`src/rtl/uart_pkg.sv`:
```
// Shared types and frame constants for the 8N1 UART transmitter and receiver.
package uart_pkg;

    localparam int   DATA_BITS = 8;
    localparam logic START_BIT = 1'b0;
    localparam logic STOP_BIT  = 1'b1;

    typedef enum logic [2:0] {
        TX_IDLE    = 3'd0,
        TX_START   = 3'd1,
        TX_DATA    = 3'd2,
        TX_STOP    = 3'd3,
        TX_CLEANUP = 3'd4
    } tx_state_t;

    typedef enum logic [2:0] {
        RX_IDLE    = 3'd0,
        RX_START   = 3'd1,
        RX_DATA    = 3'd2,
        RX_STOP    = 3'd3,
        RX_CLEANUP = 3'd4
    } rx_state_t;

endpackage

```
`src/rtl/uart_rx_sampler.sv`:
```
// UART receiver: two-flop input synchroniser, mid-bit sampling state machine and
// shift register; publishes a byte with a one-cycle valid pulse on a good stop bit.
module uart_rx_sampler #(
    parameter int CLKS_PER_BIT = 217
) (
    input  logic       clk,
    input  logic       rst,
    input  logic       serial_in,
    output logic       rx_dv,
    output logic [7:0] rx_byte
);
    import uart_pkg::*;

    localparam int             CW       = $clog2(CLKS_PER_BIT);
    localparam logic [CW-1:0]  CNT_LAST = CW'(CLKS_PER_BIT - 1);
    localparam logic [CW-1:0]  CNT_MID  = CW'((CLKS_PER_BIT - 1) / 2);
    localparam logic [CW-1:0]  CNT_ZERO = CW'(0);
    localparam logic [CW-1:0]  CNT_ONE  = CW'(1);
    localparam logic [2:0]     BIT_LAST = 3'(DATA_BITS - 1);

    logic            sync1_q, sync2_q;
    rx_state_t       state_q, state_d;
    logic [CW-1:0]   cnt_q, cnt_d;
    logic [2:0]      bit_q, bit_d;
    logic [7:0]      shift_q, shift_d;
    logic [7:0]      byte_q, byte_d;
    logic            dv_q, dv_d;
    logic            bit_end;

    assign bit_end = (cnt_q == CNT_LAST);

    // Synchroniser flops idle high so reset never looks like a start bit.
    always_ff @(posedge clk) begin
        if (rst) begin
            sync1_q <= 1'b1;
            sync2_q <= 1'b1;
        end else begin
            sync1_q <= serial_in;
            sync2_q <= sync1_q;
        end
    end

    // State register.
    always_ff @(posedge clk) begin
        if (rst) begin
            state_q <= RX_IDLE;
        end else begin
            state_q <= state_d;
        end
    end

    // Next-state logic.
    always_comb begin
        state_d = state_q;
        case (state_q)
            RX_IDLE: begin
                if (sync2_q == START_BIT) state_d = RX_START;
                else                      state_d = RX_IDLE;
            end
            RX_START: begin
                if (cnt_q == CNT_MID) begin
                    if (sync2_q == START_BIT) state_d = RX_DATA;
                    else                      state_d = RX_IDLE;
                end else begin
                    state_d = RX_START;
                end
            end
            RX_DATA: begin
                if (bit_end && (bit_q == BIT_LAST)) state_d = RX_STOP;
                else                                state_d = RX_DATA;
            end
            RX_STOP: begin
                if (bit_end) state_d = RX_CLEANUP;
                else         state_d = RX_STOP;
            end
            RX_CLEANUP: state_d = RX_IDLE;
            default:    state_d = RX_IDLE;
        endcase
    end

    // Counters, shift register and output staging.
    always_comb begin
        cnt_d   = cnt_q;
        bit_d   = bit_q;
        shift_d = shift_q;
        byte_d  = byte_q;
        dv_d    = 1'b0;
        case (state_q)
            RX_START: begin
                if (cnt_q == CNT_MID) cnt_d = CNT_ZERO;
                else                  cnt_d = cnt_q + CNT_ONE;
            end
            RX_DATA: begin
                if (bit_end) begin
                    cnt_d          = CNT_ZERO;
                    shift_d[bit_q] = sync2_q;
                    bit_d          = bit_q + 3'd1;
                end else begin
                    cnt_d = cnt_q + CNT_ONE;
                end
            end
            RX_STOP: begin
                if (bit_end) begin
                    cnt_d = CNT_ZERO;
                    // A low stop bit is a framing error: the byte is dropped.
                    if (sync2_q == STOP_BIT) begin
                        byte_d = shift_q;
                        dv_d   = 1'b1;
                    end else begin
                        byte_d = byte_q;
                        dv_d   = 1'b0;
                    end
                end else begin
                    cnt_d = cnt_q + CNT_ONE;
                end
            end
            default: begin
                cnt_d = CNT_ZERO;
                bit_d = 3'd0;
            end
        endcase
    end

    // Datapath and output registers.
    always_ff @(posedge clk) begin
        if (rst) begin
            cnt_q   <= CNT_ZERO;
            bit_q   <= 3'd0;
            shift_q <= 8'h00;
            byte_q  <= 8'h00;
            dv_q    <= 1'b0;
        end else begin
            cnt_q   <= cnt_d;
            bit_q   <= bit_d;
            shift_q <= shift_d;
            byte_q  <= byte_d;
            dv_q    <= dv_d;
        end
    end

    assign rx_dv   = dv_q;
    assign rx_byte = byte_q;

endmodule

```
`src/rtl/uart_core.sv`:
```
// Full-duplex 8N1 UART: inline transmitter state machine plus the receive sampler.
// Both halves share the clock and the compile-time baud divider but are otherwise independent.
module uart_core #(
    parameter int CLKS_PER_BIT = 217
) (
    input  logic       i_Clock,
    input  logic       i_Reset,
    input  logic       i_TX_DV,
    input  logic [7:0] i_TX_Byte,
    output logic       o_TX_Serial,
    output logic       o_TX_Active,
    output logic       o_TX_Done,
    input  logic       i_RX_Serial,
    output logic       o_RX_DV,
    output logic [7:0] o_RX_Byte
);
    import uart_pkg::*;

    localparam int             CW       = $clog2(CLKS_PER_BIT);
    localparam logic [CW-1:0]  CNT_LAST = CW'(CLKS_PER_BIT - 1);
    localparam logic [CW-1:0]  CNT_ZERO = CW'(0);
    localparam logic [CW-1:0]  CNT_ONE  = CW'(1);
    localparam logic [2:0]     BIT_LAST = 3'(DATA_BITS - 1);

    tx_state_t       tx_state_q, tx_state_d;
    logic [CW-1:0]   tx_cnt_q, tx_cnt_d;
    logic [2:0]      tx_bit_q, tx_bit_d;
    logic [7:0]      tx_data_q, tx_data_d;
    logic            tx_serial_q, tx_serial_d;
    logic            tx_active_q, tx_active_d;
    logic            tx_done_q, tx_done_d;
    logic            tx_bit_end;

    assign tx_bit_end = (tx_cnt_q == CNT_LAST);

    // State register.
    always_ff @(posedge i_Clock) begin
        if (i_Reset) begin
            tx_state_q <= TX_IDLE;
        end else begin
            tx_state_q <= tx_state_d;
        end
    end

    // Next-state logic; strobes outside IDLE are simply ignored.
    always_comb begin
        tx_state_d = tx_state_q;
        case (tx_state_q)
            TX_IDLE: begin
                if (i_TX_DV) tx_state_d = TX_START;
                else         tx_state_d = TX_IDLE;
            end
            TX_START: begin
                if (tx_bit_end) tx_state_d = TX_DATA;
                else            tx_state_d = TX_START;
            end
            TX_DATA: begin
                if (tx_bit_end && (tx_bit_q == BIT_LAST)) tx_state_d = TX_STOP;
                else                                      tx_state_d = TX_DATA;
            end
            TX_STOP: begin
                if (tx_bit_end) tx_state_d = TX_CLEANUP;
                else            tx_state_d = TX_STOP;
            end
            TX_CLEANUP: tx_state_d = TX_IDLE;
            default:    tx_state_d = TX_IDLE;
        endcase
    end

    // Bit-period counter, bit index and byte latch.
    always_comb begin
        tx_cnt_d  = tx_cnt_q;
        tx_bit_d  = tx_bit_q;
        tx_data_d = tx_data_q;
        case (tx_state_q)
            TX_IDLE: begin
                tx_cnt_d = CNT_ZERO;
                tx_bit_d = 3'd0;
                if (i_TX_DV) tx_data_d = i_TX_Byte;
                else         tx_data_d = tx_data_q;
            end
            TX_START, TX_STOP: begin
                if (tx_bit_end) tx_cnt_d = CNT_ZERO;
                else            tx_cnt_d = tx_cnt_q + CNT_ONE;
            end
            TX_DATA: begin
                if (tx_bit_end) begin
                    tx_cnt_d = CNT_ZERO;
                    tx_bit_d = tx_bit_q + 3'd1;
                end else begin
                    tx_cnt_d = tx_cnt_q + CNT_ONE;
                end
            end
            default: begin
                tx_cnt_d = CNT_ZERO;
                tx_bit_d = 3'd0;
            end
        endcase
    end

    // Outputs decode the next state so the registered pins line up with the state register.
    always_comb begin
        tx_serial_d = 1'b1;
        tx_active_d = 1'b0;
        tx_done_d   = 1'b0;
        case (tx_state_d)
            TX_START: begin
                tx_serial_d = START_BIT;
                tx_active_d = 1'b1;
            end
            TX_DATA: begin
                tx_serial_d = tx_data_d[tx_bit_d];
                tx_active_d = 1'b1;
            end
            TX_STOP: begin
                tx_serial_d = STOP_BIT;
                tx_active_d = 1'b1;
            end
            TX_CLEANUP: begin
                tx_serial_d = STOP_BIT;
                tx_done_d   = 1'b1;
            end
            default: begin
                tx_serial_d = 1'b1;
                tx_active_d = 1'b0;
                tx_done_d   = 1'b0;
            end
        endcase
    end

    // Datapath and output registers.
    always_ff @(posedge i_Clock) begin
        if (i_Reset) begin
            tx_cnt_q    <= CNT_ZERO;
            tx_bit_q    <= 3'd0;
            tx_data_q   <= 8'h00;
            tx_serial_q <= 1'b1;
            tx_active_q <= 1'b0;
            tx_done_q   <= 1'b0;
        end else begin
            tx_cnt_q    <= tx_cnt_d;
            tx_bit_q    <= tx_bit_d;
            tx_data_q   <= tx_data_d;
            tx_serial_q <= tx_serial_d;
            tx_active_q <= tx_active_d;
            tx_done_q   <= tx_done_d;
        end
    end

    assign o_TX_Serial = tx_serial_q;
    assign o_TX_Active = tx_active_q;
    assign o_TX_Done   = tx_done_q;

    uart_rx_sampler #(
        .CLKS_PER_BIT (CLKS_PER_BIT)
    ) u_rx (
        .clk       (i_Clock),
        .rst       (i_Reset),
        .serial_in (i_RX_Serial),
        .rx_dv     (o_RX_DV),
        .rx_byte   (o_RX_Byte)
    );

endmodule

```
`config.mk`:
```
export PLATFORM = sky130hd
export DESIGN_NAME = uart_core
export DESIGN_NICKNAME = d
export VERILOG_FILES = /design/src/rtl/uart_pkg.sv /design/src/rtl/uart_rx_sampler.sv /design/src/rtl/uart_core.sv
export SDC_FILE = /design/constraint.sdc
export NUM_CORES = 1
export LEC_CHECK = 0
export ABC_CLOCK_PERIOD_IN_PS = 4510
export CELL_PAD_IN_SITES_DETAIL_PLACEMENT = 1
export CELL_PAD_IN_SITES_GLOBAL_PLACEMENT = 1
export CORE_ASPECT_RATIO = 1.4
export CORE_MARGIN = 2
export CORE_UTILIZATION = 47
export CTS_BUF_LIST = sky130_fd_sc_hd__clkbuf_16
export DETAILED_ROUTE_END_ITERATION = 7
export PLACE_DENSITY = 0.87
export SYNTH_ARGS = -nofsm -noshare
export SYNTH_HDL_FRONTEND = slang
export SYNTH_SLANG_ARGS = --single-unit
```
`constraint.sdc`:
```
create_clock -name i_Clock -period 4.51 [get_ports i_Clock]
set_input_delay 0.902 -clock i_Clock [delete_from_list [all_inputs] [get_ports i_Clock]]
set_output_delay 0.902 -clock i_Clock [all_outputs]
set_load 0.05 [all_outputs]
```
==> metrics.md <==
| Metric | Value |
|---|---|
| Worst ir drop on vdd | `~0.00026 V` |
| DRT Wirelength | `a little under 7 mm` |
| Clock power frac | `a little under three fifths` |
| Part of the cycle the worst path needs | `56.55%` |
| Primary FF master, synth | `sky130_fd_sc_hd__dfxtp_1` |
| Cell at the root of the clock tree | `sky130_fd_sc_hd__clkbuf_16` |
| Type of element launching the critical path | `input port` |
| Drt wl/cell | `17.65 um` |
| Max transition margin | `a little under three fifths` |
| Int Pwr | `slightly above 1 mW` |
| Initial standard-cell utilization of the core | `between 40% and 50%` |
| Maximum number of pins on one net before global-route repair | `39` |
| Congestion Overflow GR | `0` |
| Final-report setup violation count | `0` |
| Result of the run | `finished, final reports clean` |
| Met2 routing resource usage after global routing | `a little under half` |
| Post-route DRC violation count | `0` |
| Detailed-placement wirelength estimate | `4.462 mm` |
| Final hold slack | `roughly 0.43 ns` |
| Post-synthesis instance total | `around 290` |
| Post-synthesis cell type count | `53` |
| Number of antenna violations at the first check in global routing | `0` |
| Cell area after technology mapping | `roughly 2700 um2` |
| Measured slew at the worst slew-check pin | `about 0.67 ns` |
| Port bufs | `23` |
| Core Util, Final | `between 50% and 60%` |
| Layer with the highest usage after global routing | `met2` |
| RSZ-0062 raised after global routing | `false` |
| Clock-pin slew on the worst setup and hold paths | `about 0.060 ns` |
| Category of the most critical setup path | `in2reg` |
| Count of cells resized by post-cts repair | `0` |
| Async set-or-reset flop fraction in the synthesized netlist | `0%` |
| Via count normalized by instance count | `~5.7` |
| Net Count, Synth | `between 300 and 400` |
| Count of routing violations after the opening detailed-route iteration | `146` |
| Remaining antenna violation count | `0` |
| Hold Buf Count CTS | `0` |
| Max-cap check violation count | `0` |
| Ratio of cells with drive above 1 in the final layout | `roughly a tenth` |
| Via count | `between 2k and 2.5k` |
| Worst hold path type | `reg2reg` |
| Required time at the worst-slack endpoint | `4.71 ns` |
| Maximum number of buffers from clock root to sink | `2` |
| EDFF count, synth | `0` |
| Weighted congestion at the end of routability-driven global placement | `0.7668` |
| Number of setup buffers added after CTS | `0` |
| Number of fill cells | `a little over 600` |
| Worst-Skew Late Latency | `about 0.33 ns` |
| Final count of hold timing violations | `0` |
| TritonCTS clock tree | `done` |
| Count of inserted antenna diode cells | `0` |
| Sum Neg Setup Slack | `0 ns` |
| Met3 capacity usage during global routing | `under 10%` |
| Sequential element share of the synthesized area | `43.63%` |
| Maximum net fanout on the critical path | `12` |
| Number of rows created at floorplan | `32` |
| Max-slew violation count | `0` |
| Met1 track utilization from global routing | `between 20 and 25%` |
| Clock Sinks | `58` |
| First-pass GRT wire length | `around 11 mm` |
| Signal arrival time at the worst endpoint | `between 2 and 3 ns` |
| Max Clk Rate | `0.3921 GHz` |
| Seq cells post-synth | `58` |
| Area growth from synthesis to layout | `21.91%` |
| Die footprint | `~6300 um2` |
| Clock buffers created by TritonCTS | `9` |
| Sequential share of power | `slightly above 40%` |
| Router iterations before antenna repair | `4` |
| Die Wd | `~68 um` |
| Syn. warnings | `0` |
| Element type at the critical path end | `flip-flop` |
| I/O pin total | `24` |
| Time the worst path needs with I/O delays and setup | `about 2.6 ns` |
| Fraction of power spent switching nets | `between 20% and 30%` |
| Switch Pwr | `about 0.28 mW` |
| Logic pwr share | `roughly 4.3%` |
| Cell area power density | `404.4 nW/um2` |
| Htree depth | `3` |
| Vias in the first global route | `between 2k and 2.5k` |
| Static leakage | `1.265 nW` |
| CORE AREA | `between 5000 and 6000 um2` |
| Average cell area after synthesis | `a little over 9 um2` |
| Post-layout net count | `331` |
| Die Y-Extent | `approximately 93 um` |
| Global-route usage over all layers | `24.57%` |
| Clock skew after layout | `approximately 0.010 ns` |
-- power by group through the flow --
stage | combinational, mW | sequential (mW) | clock, mW
after floorplan | 0.0352 | 0.540 | 0
after global placement | 0.0535 | 0.540 | 0
after detailed placement | 0.0555 | 0.541 | 0
after CTS | 0.0567 | 0.530 | 0.737
after global routing | 0.0618 | 0.531 | 0.758
final | 0.0559 | 0.530 | 0.726
-- synthesized netlist by cell type, types with 3 or more instances --
library cell	count	share of area [%]
sky130_fd_sc_hd__a21oi_1	8	1.5
sky130_fd_sc_hd__and3_1	4	0.94
sky130_fd_sc_hd__and4_1	3	0.99
sky130_fd_sc_hd__buf_2	5	0.94
sky130_fd_sc_hd__clkbuf_1	7	0.99
sky130_fd_sc_hd__dfxtp_1	58	44
sky130_fd_sc_hd__ha_1	8	3.8
sky130_fd_sc_hd__inv_1	9	1.3
sky130_fd_sc_hd__mux2i_1	24	9.0
sky130_fd_sc_hd__nand2_1	17	2.4
sky130_fd_sc_hd__nand2b_1	3	0.71
sky130_fd_sc_hd__nand3_1	15	2.8
sky130_fd_sc_hd__nand3b_1	6	1.7
sky130_fd_sc_hd__nand4_1	7	1.6
sky130_fd_sc_hd__nor2_1	49	6.9
sky130_fd_sc_hd__nor2b_1	3	0.71
sky130_fd_sc_hd__nor3_1	4	0.75
sky130_fd_sc_hd__nor3b_1	3	0.85
sky130_fd_sc_hd__o21ai_0	5	0.94
sky130_fd_sc_hd__or2_2	3	0.71
sky130_fd_sc_hd__xnor2_1	4	1.3
sky130_fd_sc_hd__xor2_1	9	3.0
-- routing by layer --
layer  share of wire (%)  wire, um  vias to the layer above
li1                    -         -                     1057
met1                  38      2560                     1079
met2                  58      3912                       35
met3                 2.1       142                       12
met4                 2.4       164                        0
met5                   0         0                        -
-- final timing paths --
kind | slack [ns] | end | start | cells after the start
setup / recovery | 1.96 | o_TX_Serial | i_TX_DV | 6
hold / removal | 0.43 | u_rx.sync2_q | u_rx.sync1_q | 1
setup reg to reg | 2.25 | o_TX_Serial | tx_state_q[0] | 6
hold reg to reg | 0.43 | u_rx.sync2_q | u_rx.sync1_q | 1
-- critical path: stages --
cell                              delay [ns]
sky130_fd_sc_hd__clkdlybuf4s50_1        0.54
sky130_fd_sc_hd__and3_1                 0.56
sky130_fd_sc_hd__mux2i_1                0.32
sky130_fd_sc_hd__mux2i_1                0.11
sky130_fd_sc_hd__mux2i_1                0.20
sky130_fd_sc_hd__a211oi_2               0.11
-- final cells by class --
| cell class | count | area (um2) | share of cell area (%) |
|---|---|---|---|
| Multi-Input combinational cell | 209 | 1408 | 43.39 |
| Sequential cell | 58 | 1161 | 35.79 |
| Timing Repair Buffer | 24 | 237.7 | 7.327 |
| Clock buffer | 9 | 225.2 | 6.942 |
| Clock inverter | 7 | 93.84 | 2.892 |
| Tap cell | 68 | 85.08 | 2.622 |
| Inverter | 9 | 33.78 | 1.041 |
-- metrics by stage --
stage	worst slack [ns]	power, mW	area [um2]	cells
after floorplan	2.567	0.5754	2661	289
after global placement	1.772	0.5938	2925	368
after detailed placement	1.644	0.5962	2925	368
after CTS	1.928	1.324	3244	384
after global routing	1.771	1.351	3244	384
final	1.960	1.312	3244	384
-- state kept, by name, summed over array words and instances, names as in the netlist, 8 cells and up --
register / flops
tx_cnt_q: 8
tx_data_q: 8
u_rx.cnt_q: 8
u_rx.rx_byte: 8
u_rx.shift_q: 8
-- cell families after synthesis --
logic type | synth area share [%]
simple gates | 26.56
flops | 43.63
compound gates | 9.262
mux | 9.027
buf+inv | 3.479
xor+xnor | 4.278
fa+ha+maj | 3.761
-- cell usage in the layout, fill, tap and decap left out, drive strengths merged, types with 7 or more instances in the layout --
cell type      Yosys  final
xor2               9      9
dfxtp             58     58
ha                 8      8
a21oi              9      9
clkdlybuf4s50      0     23
nand4              7      7
nand2             17     17
nor2              49     49
mux2i             24     24
nand3             15     15
clkbuf             7      9
inv                9     11
Power figures use the tool's default switching activity.
